--- config.mk ---
export PLATFORM = sky130hd
export DESIGN_NAME = nucleo_pipeline
export DESIGN_NICKNAME = d
export VERILOG_FILES = /design/src/rtl/nucleo_pipeline.sv
export SDC_FILE = /design/constraint.sdc
export NUM_CORES = 1
export LEC_CHECK = 0
export BUFFER_PORTS_ARGS = -buffer_cell sky130_fd_sc_hd__buf_2
export CORE_MARGIN = 2
export CORE_UTILIZATION = 50
export DETAILED_ROUTE_END_ITERATION = 10
export GPL_TIMING_DRIVEN = 0
export HOLD_SLACK_MARGIN = 0.06
export PLACE_DENSITY = 0.76
export SETUP_SLACK_MARGIN = 0.2
export SYNTH_ARGS = -nofsm -noshare
export SYNTH_HDL_FRONTEND = slang
export SYNTH_SLANG_ARGS = --single-unit
--- constraint.sdc ---
create_clock -name clock -period 6.1 [get_ports clock]
set_clock_uncertainty 0.2 [all_clocks]
set_input_delay 0 -clock clock [delete_from_list [all_inputs] [get_ports clock]]
set_output_delay 0 -clock clock [all_outputs]
set_load 0.01 [all_outputs]
--- src/rtl/nucleo_pipeline.sv ---
// nucleo_pipeline: 4-stage (fetch, decode/RF read, execute/memory, writeback) 16-bit-instruction core
// with W->E forwarding, RF write-through, branch flush, freeze input and halt detection.
module nucleo_pipeline #(
   parameter int          DATA_W  = 16,
   parameter int          PC_W    = 16,
   parameter int          DADDR_W = 16,
   parameter int unsigned RST_PC  = 0,
   parameter int          CNT_W   = 32
) (
   input  logic               clock,
   input  logic               reset_n,
   input  logic               stall,
   output logic [PC_W-1:0]    imem_addr,
   input  logic [15:0]        imem_data,
   output logic [DADDR_W-1:0] dmem_addr,
   output logic               dmem_we,
   output logic [DATA_W-1:0]  dmem_wdata,
   input  logic [DATA_W-1:0]  dmem_rdata,
   output logic               halted,
   output logic [CNT_W-1:0]   retired
);

   localparam logic [3:0] OP_ADD  = 4'h1;
   localparam logic [3:0] OP_SUB  = 4'h2;
   localparam logic [3:0] OP_AND  = 4'h3;
   localparam logic [3:0] OP_OR   = 4'h4;
   localparam logic [3:0] OP_XOR  = 4'h5;
   localparam logic [3:0] OP_SLT  = 4'h6;
   localparam logic [3:0] OP_LDI  = 4'h7;
   localparam logic [3:0] OP_LD   = 4'h8;
   localparam logic [3:0] OP_ST   = 4'h9;
   localparam logic [3:0] OP_BNZ  = 4'hA;
   localparam logic [3:0] OP_HALT = 4'hF;

   localparam logic [PC_W-1:0]   RST_PC_V = PC_W'(RST_PC);
   localparam logic [PC_W-1:0]   PC_ONE   = {{(PC_W-1){1'b0}}, 1'b1};
   localparam logic [DATA_W-1:0] DATA_ONE = {{(DATA_W-1){1'b0}}, 1'b1};
   localparam logic [CNT_W-1:0]  CNT_ONE  = {{(CNT_W-1){1'b0}}, 1'b1};

   logic                fetch_en_r, f_valid_r, e_valid_r, w_valid_r, w_halt_r, w_wr_r, w_ld_r, halted_r;
   logic [PC_W-1:0]     pc_r, f_pc_r, e_pc_r, target_s;
   logic [15:0]         e_instr_r;
   logic [3:0]          e_op_s, w_rd_r;
   logic [DATA_W-1:0]   e_a_r, e_b_r, e_c_r, w_res_r, w_res_s;
   logic [DATA_W-1:0]   d_a_s, d_b_s, d_c_s, opa_s, opb_s, opc_s, imm_s, alu_s;
   logic                wr_s, ld_s, take_s, halt_s, flush_s;
   logic [CNT_W-1:0]    retired_r;
   logic [DATA_W-1:0]   rf_r [16];

   // imem_data is the fetched word itself, so D decodes it directly; a same-cycle W write wins.
   assign w_res_s = w_ld_r ? dmem_rdata : w_res_r;
   assign d_a_s   = (w_wr_r && (w_rd_r == imem_data[7:4]))  ? w_res_s : rf_r[imem_data[7:4]];
   assign d_b_s   = (w_wr_r && (w_rd_r == imem_data[3:0]))  ? w_res_s : rf_r[imem_data[3:0]];
   assign d_c_s   = (w_wr_r && (w_rd_r == imem_data[11:8])) ? w_res_s : rf_r[imem_data[11:8]];

   assign e_op_s   = e_instr_r[15:12];
   assign opa_s    = (w_wr_r && (w_rd_r == e_instr_r[7:4]))  ? w_res_s : e_a_r;
   assign opb_s    = (w_wr_r && (w_rd_r == e_instr_r[3:0]))  ? w_res_s : e_b_r;
   assign opc_s    = (w_wr_r && (w_rd_r == e_instr_r[11:8])) ? w_res_s : e_c_r;
   assign imm_s    = DATA_W'($signed(e_instr_r[7:0]));
   assign target_s = e_pc_r + PC_W'($signed(e_instr_r[7:0]));
   assign take_s   = e_valid_r && (e_op_s == OP_BNZ) && (opc_s != '0);
   assign halt_s   = e_valid_r && (e_op_s == OP_HALT);
   assign flush_s  = take_s || halt_s;

   // Execute-stage ALU and register-write decode
   always_comb begin
      alu_s = '0;
      wr_s  = 1'b0;
      ld_s  = 1'b0;
      case (e_op_s)
         OP_ADD:  begin alu_s = opa_s + opb_s; wr_s = 1'b1; end
         OP_SUB:  begin alu_s = opa_s - opb_s; wr_s = 1'b1; end
         OP_AND:  begin alu_s = opa_s & opb_s; wr_s = 1'b1; end
         OP_OR:   begin alu_s = opa_s | opb_s; wr_s = 1'b1; end
         OP_XOR:  begin alu_s = opa_s ^ opb_s; wr_s = 1'b1; end
         OP_SLT:  begin alu_s = ($signed(opa_s) < $signed(opb_s)) ? DATA_ONE : '0; wr_s = 1'b1; end
         OP_LDI:  begin alu_s = imm_s; wr_s = 1'b1; end
         OP_LD:   begin wr_s = 1'b1; ld_s = 1'b1; end
         default: begin alu_s = '0; wr_s = 1'b0; ld_s = 1'b0; end
      endcase
   end

   assign dmem_we    = e_valid_r && (e_op_s == OP_ST) && !stall;
   assign dmem_wdata = e_valid_r ? opb_s : '0;

   generate
      if (DADDR_W <= DATA_W) begin : g_addr_trunc
         assign dmem_addr = e_valid_r ? opa_s[DADDR_W-1:0] : '0;
      end else begin : g_addr_ext
         assign dmem_addr = e_valid_r ? {{(DADDR_W-DATA_W){1'b0}}, opa_s} : '0;
      end
   endgenerate

   // Fetch: PC, in-flight fetch tracking; fetch_en_r idles the first edge after reset
   always_ff @(posedge clock or negedge reset_n) begin
      if (!reset_n) begin
         fetch_en_r <= 1'b0;
         pc_r       <= RST_PC_V;
         f_valid_r  <= 1'b0;
         f_pc_r     <= RST_PC_V;
      end else if (!stall) begin
         fetch_en_r <= 1'b1;
         if (take_s) begin
            pc_r      <= target_s;
            f_valid_r <= 1'b0;
         end else if (fetch_en_r && !halted_r && !halt_s) begin
            pc_r      <= pc_r + PC_ONE;
            f_valid_r <= 1'b1;
            f_pc_r    <= pc_r;
         end else begin
            f_valid_r <= 1'b0;
         end
      end
   end

   // D -> E pipeline register
   always_ff @(posedge clock or negedge reset_n) begin
      if (!reset_n) begin
         e_valid_r <= 1'b0;
         e_instr_r <= 16'h0000;
         e_pc_r    <= RST_PC_V;
         e_a_r     <= '0;
         e_b_r     <= '0;
         e_c_r     <= '0;
      end else if (!stall) begin
         e_valid_r <= f_valid_r && !flush_s;
         e_instr_r <= imem_data;
         e_pc_r    <= f_pc_r;
         e_a_r     <= d_a_s;
         e_b_r     <= d_b_s;
         e_c_r     <= d_c_s;
      end
   end

   // E -> W pipeline register, register file, halt flag and retire counter
   always_ff @(posedge clock or negedge reset_n) begin
      if (!reset_n) begin
         w_valid_r <= 1'b0;
         w_halt_r  <= 1'b0;
         w_wr_r    <= 1'b0;
         w_ld_r    <= 1'b0;
         w_rd_r    <= 4'h0;
         w_res_r   <= '0;
         halted_r  <= 1'b0;
         retired_r <= '0;
         for (int i = 0; i < 16; i++) rf_r[i] <= '0;
      end else if (!stall) begin
         w_valid_r <= e_valid_r;
         w_halt_r  <= halt_s;
         w_wr_r    <= e_valid_r && wr_s;
         w_ld_r    <= e_valid_r && ld_s;
         w_rd_r    <= e_instr_r[11:8];
         w_res_r   <= alu_s;
         if (w_wr_r) rf_r[w_rd_r] <= w_res_s;
         if (halt_s) halted_r <= 1'b1;
         if (w_valid_r && !w_halt_r) retired_r <= retired_r + CNT_ONE;
      end
   end

   assign imem_addr = pc_r;
   assign halted    = halted_r;
   assign retired   = retired_r;

endmodule
Yosys cells after proc, flatten, opt, wreduce, memory -nomap -nowiden
Index checks and enable logic that the tools add are counted.
{ "word_totals": {"regBits": 428, "in_bits": 35, "elab_cells": 132} }
{ "classes": {"addsub": 5, "magnitude_cmp": 6, "n_eq_ne": 17, "muxes": 29, "bitwise_logic": 9, "n_reduce_logical": 32} }
{ "op_table": {"columns": ["cell", "count"], "rows": [
  ["16-bit 2-to-1 mux", 18],
  ["256-bit bitwise mux", 1],
  ["16-bit binary-select mux with 4-bit select", 3],
  ["16-bit one-hot mux with 7 select lines", 1],
  ["16-bit demux with 4-bit select", 1],
  ["16-bit adder", 2],
  ["32-bit by 1-bit adder with 32-bit output, second input constant", 1],
  ["4-bit == test", 6],
  ["5-bit >= comparator, second input constant", 4],
  ["4-bit NOT with 5-bit output", 4],
  ["1-bit logical AND", 18],
  ["16-bit by 1-bit adder with 16-bit output, second input constant", 1],
  ["16-bit bitwise AND", 1],
  ["4-bit by 3-bit == test with 1-bit output, second input constant", 4],
  ["4-bit == test, second input constant", 4],
  ["16-bit < comparator", 1],
  ["16-bit OR", 1],
  ["16-bit nonzero test", 1],
  ["16-bit subtractor", 1],
  ["16-bit XOR", 1],
  ["4-bit by 2-bit == test with 1-bit output, second input constant", 2],
  ["2-bit AND reduction", 4],
  ["8-bit OR reduction", 1],
  ["1-bit zero test", 5],
  ["7 further kinds", 12]
]} }

Logic depth before layout (Yosys ltp)
{ "logic_depth": {"word_depth": 8, "ltp_mapped": 19, "mapped_depth_nobuf": 17} }

Worst setup path after synthesis
OpenSTA, ideal clock, no wires.
{ "synth_timing": {"kind": "register -> register", "start": "register w_rd_r[1]", "end": "register w_res_r[12]", "arrival_ps": 4146, "t_required_ps": 5813, "path_slack_ps": 1668, "stages_incl_launch_ff": 16, "path_buffers": 3, "cell_sequence": "dfrtp_1 > buf_1 > inv_1 > a222oi_1 > nand3_1 > clkbuf_1 > a21oi_1 > inv_1 > ha_1 > clkbuf_2 > or4_4 > or4_1 > a21oi_1 > nor3_1 > or4b_1 > o211ai_1"} }
{ "synth_via": {"elab_chain_cells": 5, "elab_cells_between_ends": 12, "classes_between": "add/sub: 2; eq/ne: 2; mux: 3; bitwise: 3; reduce/logical: 2"} }
{ "synth_lines": {"columns": ["item", "line_no", "text"], "rows": [
  ["start, declared", "43", "logic [3:0] e_op_s, w_rd_r;"],
  ["start signal, assigned", "153", "w_rd_r <= e_instr_r[11:8];"],
  ["4-bit == test, on equally long branches", "57, 58", null],
  ["1-bit logical AND, on equally long branches", "57, 58", null],
  ["16-bit 2-to-1 mux, on equally long branches", "57, 58", null],
  ["16-bit subtractor (tied with other cells)", "73", "OP_SUB: begin alu_s = opa_s - opb_s; wr_s = 1'b1; end"],
  ["16-bit one-hot mux with 7 select lines (*)", "71", "case (e_op_s)"],
  ["end signal, assigned", "154", "w_res_r <= alu_s;"],
  ["end, declared", "44", "logic [DATA_W-1:0] e_a_r, e_b_r, e_c_r, w_res_r, w_res_s;"]
]} }
Every way passes the cells marked *; elsewhere a longest branch is shown, timed or not.
A chain may end at the register's enable or synchronous reset.

Final worst setup path
{ "layout_timing": {"start": "register w_ld_r", "end": "register w_res_r[0]"} }
{ "layout_via": {"elab_chain_cells": 5, "elab_cells_between_ends": 11, "classes_between": "add/sub: 2; order compare: 1; mux: 5; bitwise: 3"} }
{ "layout_lines": {"columns": ["item", "line_no", "text"], "rows": [
  ["start, declared", "40", "logic fetch_en_r, f_valid_r, e_valid_r, w_valid_r, w_halt_r, w_wr_r, w_ld_r, halted_r;"],
  ["start signal, assigned", "152", "w_ld_r <= e_valid_r && ld_s;"],
  ["16-bit 2-to-1 mux (*)", "51", "assign w_res_s = w_ld_r ? dmem_rdata : w_res_r;"],
  ["16-bit 2-to-1 mux, on equally long branches", "57, 58", null],
  ["16-bit < comparator", "77", "OP_SLT: begin alu_s = ($signed(opa_s) < $signed(opb_s)) ? DATA_ONE : '0; wr_s = 1'b1; end"],
  ["1-bit 2-to-1 mux", "77", null],
  ["16-bit one-hot mux with 7 select lines (*)", "71", null]
]} }
Marked as above.

==> metrics <==
outcome finished with violations; failing checks DRC; vias in the first global route 23500; CP Capture Type flop; CTS tree built; Setup-failing EPs final 0; Clock Path Buffers 3; # port buffers 107; Hold Vio Cnt, Final 0; die area 55400 sq um; area share of the largest cell type after synthesis 40.0%; Nets 2931; final worst slack 363 ps; Max-cap violations 0; largest cells by area after synthesis dfrtp_1 (40%), mux4_2 (16%), o21ai_0 (5.1%); clock slew at reported path FFs 60 ps; Worst VDD drop 0.000250 V; GPL Wtd Cong 1.04; initial DRC count 3236; Setup crit start w_ld_r$_DFFE_PN0N_; most frequent CP cell a21oi_1; slowest CP cell mux2i_1; clk_lat worst skew 630 ps; asr flop ratio synth 100%; count leader, synth dfrtp_1; WS Path Type flop to flop; first-pass GRT wire length 150000 um; post-DP HPWL 75300 um; DRC violations left 2; post-synthesis sequential area ratio 40.0%; Worst Path Max Fanout 10; Vias per Instance 6.77; grt total ovfl 0; Cell Area, Synth 26800 sq um; hold path start imem_data[10]; Clock Tree Root clkbuf_16; Reg area 10700 sq um; Final Non-Filler Cells 3556; total global routing track utilization 36.2%; H-tree depth 2; RSZ-0062 raised after global routing false; Die Span Y 235 um; Post-synth top flop dfrtp_1; Power Total 10.9 mW; relative slew slack 3.00%; Initial Utilization 50.7%; wire per inst 28.4 um; Worst path max stage delay 1050 ps; die width 235 um; remaining antenna violation count 0; Post-Syn Instances 2631; Filler cells 4443; Vias 24100; drt total wl 101000 um; Final Cycle Share 94.1%; initial antenna violation count 2; largest area contributor in the netlist dfrtp_1; Total Neg Setup Slack 0 ps; RR Startpoint w_ld_r$_DFFE_PN0N_; Max Slew Vio Count 0; multi-input logic area 15000 sq um; CP arrival 6030 ps; pwr/cell area 360 nW/um^2; Synth cell types 78; Worst Max-Slew Pin Slew 1410 ps; Syn. warnings 0; largest net degree at the start of global routing 119; CP cell instances buf_4 -> buf_1 -> mux2i_1 -> nor2_1 -> a21oi_1 -> inv_1 -> ha_1 -> or4_4 -> or4_1 -> a21oi_1 -> o311ai_0 -> a21oi_1 -> o41ai_1; CTS Sinks 428; Yosys reg bits 428; post-synthesis area per instance 10.2 sq um; Max Freq 174 MHz; Req. time, crit path 6390 ps; Post-synth EDFFs 0; I/O pin count 117; total iterations of the first detailed-routing run 11; Rows 84; Area growth syn-to-layout 13.5%; CP startpoint kind flop; Tmin final 5740 ps; Mapped Nets 2736; worst slack, placed 196 ps; core area 52800 sq um; share of layout cells above drive strength 1 18.0%; Worst Hold Class primary input to flop; top post-synthesis cells by count dfrtp_1 (428), nand2_1 (306), o21ai_0 (271); static leakage 12.9 nW; Num CTS Buffers 47; dpl cells 3436
-- cell type report --
type,count,share of cell area (%)
repair buffers,146,3.34
clock buffers,65,4.42
well taps,688,2.83
clock inverters,23,1.06
multi-input cells,1925,49.5
plain buffers,215,2.82
diodes,3,0.0247
inverters,63,0.778
flip-flops and latches,428,35.2
-- per-layer routing --
| layer | up-vias | wire length [um] | global-route usage [%] |
|---|---|---|---|
| li1 | 10100 | - | - |
| met1 | 11900 | 36900 | 45.4 |
| met2 | 1734 | 45100 | 55.4 |
| met3 | 379 | 11800 | 10.2 |
| met4 | 2 | 7220 | 22.8 |
| met5 | - | 13 | 0 |
-- cells in the final DEF, fill, tap and decap left out, drive strengths merged, types with 21 or more instances in the layout --
master and n:
o21ai 273, nand3 36, clkbuf 230, nor3 21
xnor2 40, mux4 192, mux2i 70, xor2 29
a211oi 107, inv 64, nor4 21, mux2 70
ha 67, dfrtp 428, nor2 171, nor2b 93
nand2 306, dlygate4sd3 28, a21oi 227, buf 168
-- metrics by stage --
| stage | hold slack [ps] | cell area, sq um | utilization [%] |
|---|---|---|---|
| finish | 151 | 30400 | 57.6 |
| global route | 162 | 30400 | 57.6 |
| CTS | 112 | 30400 | 57.5 |
| detailed placement | -47.2 | 28400 | 53.8 |
| global placement | 41.1 | 28200 | 53.4 |
| floorplan | -496 | 26800 | - |
-- worst max-delay path: cells and delay by family (launching register included) --
family / cells / cell delay, ps
fa+ha+maj: 1 / 370
compound gates: 5 / 1550
simple gates: 3 / 1080
mux: 1 / 1050
flops: 1 / 350
buf+inv: 3 / 1000
-- what timing repair did --
item | CTS | global route
resized for setup | 1 | 10
endpoints found under the hold margin | 459 | 0
endpoints found under the setup margin | 1 | 7
hold buffers | 29 | 0
pin swaps | 0 | 0
setup buffers | 0 | 0
-- state kept, by name, summed over array words and instances, names as in the netlist --
register    count
f_valid_r       1
e_c_r          16
w_wr_r          1
e_instr_r      16
f_pc_r         16
w_halt_r        1
w_ld_r          1
retired        32
e_b_r          16
rf_r          256
e_valid_r       1
e_a_r          16
w_valid_r       1
fetch_en_r      1
w_res_r        16
halted          1
e_pc_r         16
w_rd_r          4
imem_addr      16
-- path summary, 6_finish.rpt --
path | end | slack, ps | cells past startpoint
setup / recovery | w_res_r[0]$_DFFE_PN0N_ | 360 | 13
hold / removal | e_instr_r[10]$_DFFE_PN0N_ | 150 | 3
setup reg to reg | w_res_r[0]$_DFFE_PN0N_ | 360 | 13
hold reg to reg | fetch_en_r$_DFFE_PN0N_ | 270 | 1
max in group asynchronous | rf_r[199]$_DFFE_PN0P_ | 4320 | 5
min in group asynchronous | f_pc_r[0]$_DFFE_PN0P_ | 360 | 4
-- where the power goes --
| part | switching [mW] | internal [mW] | total [mW] |
|---|---|---|---|
| clock | 1.29 | 1.78 | 3.06 |
| sequential | 0.668 | 3.48 | 4.15 |
| combinational | 2.15 | 1.59 | 3.74 |
| total | 4.10 | 6.85 | 10.9 |
-- cells by family (layout without fill, tap and decap cells) --
kind of cell             Yosys count  after routing  synth area share (%)
AO/OA/AOI/OAI                    730            730                  16.1
XOR/XNOR                          69             69                  2.26
adder cells (fa/ha/maj)           70             70                  3.36
buffers and inverters            278            512                  4.07
flip-flops                       428            428                  40.0
multiplexers                     332            332                  21.8
other                              0              3                     0
AND/OR/NAND/NOR                  724            724                  12.4
Power figures use the tool's default switching activity.
